File: src/rtl/nibble_serial_add_ctrl.sv
// Purpose: serial adder, one 4-bit slice per clock, least-significant nibble first.
// Latency: result valid NIBBLES cycles after operand acceptance; NIBBLES+2 cycles minimum per operation.
// Backpressure: in_ready low while busy; the result is held in DONE until out_ready.
module nibble_serial_add_ctrl #(
    parameter int NIBBLES = 4
) (
    input  logic                   clk,
    input  logic                   rst,
    input  logic                   in_valid,
    output logic                   in_ready,
    input  logic [4*NIBBLES-1:0]   in_a,
    input  logic [4*NIBBLES-1:0]   in_b,
    output logic                   out_valid,
    input  logic                   out_ready,
    output logic [4*NIBBLES-1:0]   out_sum,
    output logic                   out_cout,
    output logic                   busy
);

    localparam int W  = 4 * NIBBLES;
    localparam int CW = (NIBBLES > 1) ? $clog2(NIBBLES) : 1;
    localparam logic [CW-1:0] LAST = CW'(NIBBLES - 1);

    typedef enum logic [1:0] {
        IDLE = 2'd0,
        RUN  = 2'd1,
        DONE = 2'd2
    } state_t;

    state_t         state_q;
    state_t         state_d;
    logic [CW-1:0]  cnt_q;
    logic           carry_q;
    logic           cout_q;
    logic [W-1:0]   a_q;
    logic [W-1:0]   b_q;
    logic [W-1:0]   sum_q;
    logic [3:0]     a_nib;
    logic [3:0]     b_nib;
    logic [4:0]     add_res;

    // State register; reset returns to IDLE and drops any operation in flight.
    always_ff @(posedge clk) begin
        if (rst) begin
            state_q <= IDLE;
        end else begin
            state_q <= state_d;
        end
    end

    // Next-state and handshake outputs, decoded purely from the current state.
    always_comb begin
        state_d   = state_q;
        in_ready  = 1'b0;
        out_valid = 1'b0;
        busy      = 1'b0;
        case (state_q)
            IDLE: begin
                in_ready = 1'b1;
                if (in_valid) begin
                    state_d = RUN;
                end
            end
            RUN: begin
                busy = 1'b1;
                if (cnt_q == LAST) begin
                    state_d = DONE;
                end
            end
            DONE: begin
                busy      = 1'b1;
                out_valid = 1'b1;
                if (out_ready) begin
                    state_d = IDLE;
                end
            end
            default: begin
                state_d = IDLE;
            end
        endcase
    end

    // Select the operand nibbles addressed by the slice counter.
    always_comb begin
        a_nib = 4'h0;
        b_nib = 4'h0;
        for (int i = 0; i < NIBBLES; i++) begin
            if (cnt_q == CW'(i)) begin
                a_nib = a_q[4*i +: 4];
                b_nib = b_q[4*i +: 4];
            end
        end
    end

    // The single 4-bit add slice with carry-in from the previous nibble.
    always_comb begin
        add_res = {1'b0, a_nib} + {1'b0, b_nib} + {4'h0, carry_q};
    end

    // Datapath: latch operands on accept, then deposit one sum nibble per RUN edge.
    always_ff @(posedge clk) begin
        if (rst) begin
            cnt_q   <= '0;
            carry_q <= 1'b0;
            cout_q  <= 1'b0;
            a_q     <= '0;
            b_q     <= '0;
            sum_q   <= '0;
        end else begin
            case (state_q)
                IDLE: begin
                    if (in_valid) begin
                        a_q     <= in_a;
                        b_q     <= in_b;
                        cnt_q   <= '0;
                        carry_q <= 1'b0;
                    end
                end
                RUN: begin
                    for (int i = 0; i < NIBBLES; i++) begin
                        if (cnt_q == CW'(i)) begin
                            sum_q[4*i +: 4] <= add_res[3:0];
                        end
                    end
                    carry_q <= add_res[4];
                    if (cnt_q == LAST) begin
                        cout_q <= add_res[4];
                    end else begin
                        cnt_q <= cnt_q + CW'(1);
                    end
                end
                default: begin
                end
            endcase
        end
    end

    assign out_sum  = sum_q;
    assign out_cout = cout_q;

endmodule

File: config.mk
export PLATFORM = sky130hd
export DESIGN_NAME = nibble_serial_add_ctrl
export DESIGN_NICKNAME = d
export VERILOG_FILES = /design/src/rtl/nibble_serial_add_ctrl.sv
export SDC_FILE = /design/constraint.sdc
export NUM_CORES = 1
export LEC_CHECK = 0
export BUFFER_PORTS_ARGS = -buffer_cell sky130_fd_sc_hd__buf_4
export CELL_PAD_IN_SITES_DETAIL_PLACEMENT = 0
export CELL_PAD_IN_SITES_GLOBAL_PLACEMENT = 2
export CORE_ASPECT_RATIO = 1.25
export CORE_MARGIN = 2
export CORE_UTILIZATION = 27
export DETAILED_ROUTE_END_ITERATION = 16
export HOLD_SLACK_MARGIN = 0.02
export PLACE_DENSITY_LB_ADDON = 0.1
export SYNTH_ARGS = -nofsm -noshare
export SYNTH_HDL_FRONTEND = slang
export SYNTH_SLANG_ARGS = --single-unit
File: constraint.sdc
create_clock -name clk -period 2.6 [get_ports clk]
set_input_delay 0.13 -clock clk [delete_from_list [all_inputs] [get_ports clk]]
set_output_delay 0.13 -clock clk [all_outputs]
set_load 0.05 [all_outputs]
==> metrics.txt <==
final WL=6.28 mm; VDD IR max=286 uV; Final Hold Fails=0; total power=0.00310 W; DR DRC count=0; placed insts=490; Bufs on Longest Clock Path=2; Period minus WS final=2460 ps; Met3 Wirelength=177 um; CP max stage delay=390 ps; syn nets=372; Initial Util=27.5%; Worst Path Max Fanout=8; latest clock arrival within the worst-skew pair=290 ps; pwr dens=956 nW/um^2; largest net degree at the start of global routing=55; IO Pins=56; Final ANT Viol Nets=0; Max Freq=406 MHz; endpoint class of the critical path=flop; vias per inst=4.43; worst setup path start=cnt_q[0]; Synth area leaders=dfxtp_1 (43%), nand2_1 (14%), a21oi_1 (12%), ha_1 (5.0%), a211oi_1 (2.7%); max-slew violations=0; max-cap violations=0; post-DP HPWL=4.57 mm; uppermost layer routed=met4; TritonCTS sink count=54; Synth cell types=29; RSZ-0062 raised after global routing=true; Synth Warn #=0; WS Path Type=flop to flop; number of synthesized flops with an enable pin=0; Die H=112 um; FF+latch count, synth=54; # setup viols final=0; Die ar.=10000 um^2; R2R Path Start=cnt_q[0]; share of cells above drive strength 1=23.2%; CP Cell Sequence=inv_1 -> ha_2 -> buf_4 -> a21oi_1 -> a21oi_1 -> o21ai_1 -> ha_1 -> and3b_1 -> or3_4 -> nand3_1 -> a21oi_1; sequential fraction of the synthesis area=43.3%; total track usage=12.8%; Final Cycle Share=94.8%; Rows=39; vias in the first global route=2190; RePlAce Congestion=0.779; CP max stage cell=or3_4; cell type with the largest total area after synthesis=dfxtp_1; Worst-path clk slew=70 ps; Least-Margin Pin Slew=583 ps; top cell type's share of synthesized area=43.3%; TritonRoute pass-1 iters=4; vias=2204; 1st-iter DRT viols=82; Layout Nets=422; total gr overflow=0; Layout area overhead=29.7%; mapped cell area=2500 um^2; Post-Layout Cell Count=498; FFs w/ async S/R, synth=0%; data required time of the critical path=2750 ps; Worst Clk Skew=3.97 ps; CP Launch Type=flop; arrival time worst endpoint=2620 ps; wire length on met2=3.05 mm; Clk Tree Root Cell=clkbuf_16; H-tree Lvls=2; # port buffers=55; Hold/Removal Path Class=input pin to flop; antenna violations before repair=0; HP Start=in_a[7]; Die Span X=90.0 um; status=completed; number of CTS-inserted buffers=5; number of setup buffers added after CTS=0; top cells by count, synth=nand2_1 (96), a21oi_1 (60), dfxtp_1 (54); most common cell in the netlist=nand2_1; Core Area=9080 um^2; ANT cells=0; CTS tree=built; Top cell by count, worst path=a21oi_1; DRT met1 WL=3.00 mm; Worst slew margin=61.1%; syn avg cell area=7.71 um^2; Hold Buf Count CTS=0; Mapped Cells=324; WL/cell=12.6 um; Synth Flop Type=dfxtp_1; P_leak=1.30 nW; first-pass GRT wire length=10.6 mm
## sequential cells by signal, indices dropped and copies added, names as in the netlist
register and flops:
state_q 2, a_q 16, out_sum 16, cnt_q 2
carry_q 1, out_cout 1, b_q 16
## report_power, final
group	leakage, nW	switching, W	internal [W]
clock	0.0729	0.000302	0.000382
combinational	0.782	0.000825	0.000532
sequential	0.442	0.0000879	0.000969
total	1.30	0.00121	0.00188
## through the flow
step                hold WS [ps]  util [%]  TNS [ps]  worst slack [ps]  cell area (um^2)
floorplan                    266         -         0              27.9              2500
global placement             377      33.5         0              19.5              3040
detailed placement           384      33.5      -117             -63.7              3040
CTS                         78.6      35.2         0              58.1              3200
global route                79.2      35.7     -29.4             -28.7              3240
finish                      82.5      35.7         0               136              3240
## critical path, delay by kind of cell, from the launching register on
kind | cells | cell delay [ps]
AOI/OAI and AO/OA | 4 | 320
adders and majority gates | 2 | 620
buffers and inverters | 2 | 320
DFF | 1 | 370
and+or+nand+nor | 3 | 700
## layout make-up
cell class | instances | area (um^2)
fillers | 1020 | 5830
multi-input cells | 237 | 1320
flip-flops and latches | 54 | 1080
repair buffers | 67 | 503
well taps | 123 | 154
clock buffers | 6 | 139
inverters | 9 | 33.8
clock inverters | 2 | 12.5
## logic make-up (layout without fill, tap and decap cells)
group,Yosys count,in the layout,share of synthesized area (%)
AOI/OAI and AO/OA,89,89,19.8
xor gates and xnor gates,1,1,0.351
adders and majority gates,12,12,6.61
buffers and inverters,33,84,6.01
DFF,54,54,43.3
muxes,2,2,0.801
and+or+nand+nor,133,133,23.1
## metal layers
layer  vias up  global-route usage [%]
met5         -                       0
met4         0                    2.77
met3         4                    2.77
met2        33                    22.6
met1       993                    16.0
li1       1174                       -
## what timing repair did
item | in CTS | in global routing
resized for setup | 3 | 9
pin swaps | 0 | 0
setup endpoints to repair | 5 | 14
endpoints found under the hold margin | 0 | 0
## placed cells by master, fill, tap and decap left out, types with 3 or more instances in the layout
| cell type | netlist | final |
|---|---|---|
| a211oi_1 | 9 | 9 |
| a21o_1 | 3 | 3 |
| a21oi_1 | 60 | 59 |
| and2_1 | 6 | 6 |
| buf_4 | 3 | 67 |
| clkbuf_16 | 0 | 5 |
| dfxtp_1 | 54 | 53 |
| ha_1 | 10 | 7 |
| inv_1 | 9 | 9 |
| nand2_1 | 96 | 96 |
| nand3_1 | 4 | 4 |
| nand3b_1 | 6 | 6 |
| nor2_1 | 14 | 14 |
| o21ai_1 | 10 | 9 |
## path summary, 6_finish.rpt
check,cells after the start,slack (ps),end
worst max-delay path,11,140,out_sum[7]
worst min register to register,2,460,b_q[15]
worst max register to register,11,140,out_sum[7]
worst min-delay path,3,80,a_q[7]
Note: power is estimated with default switching activity, not from simulation.
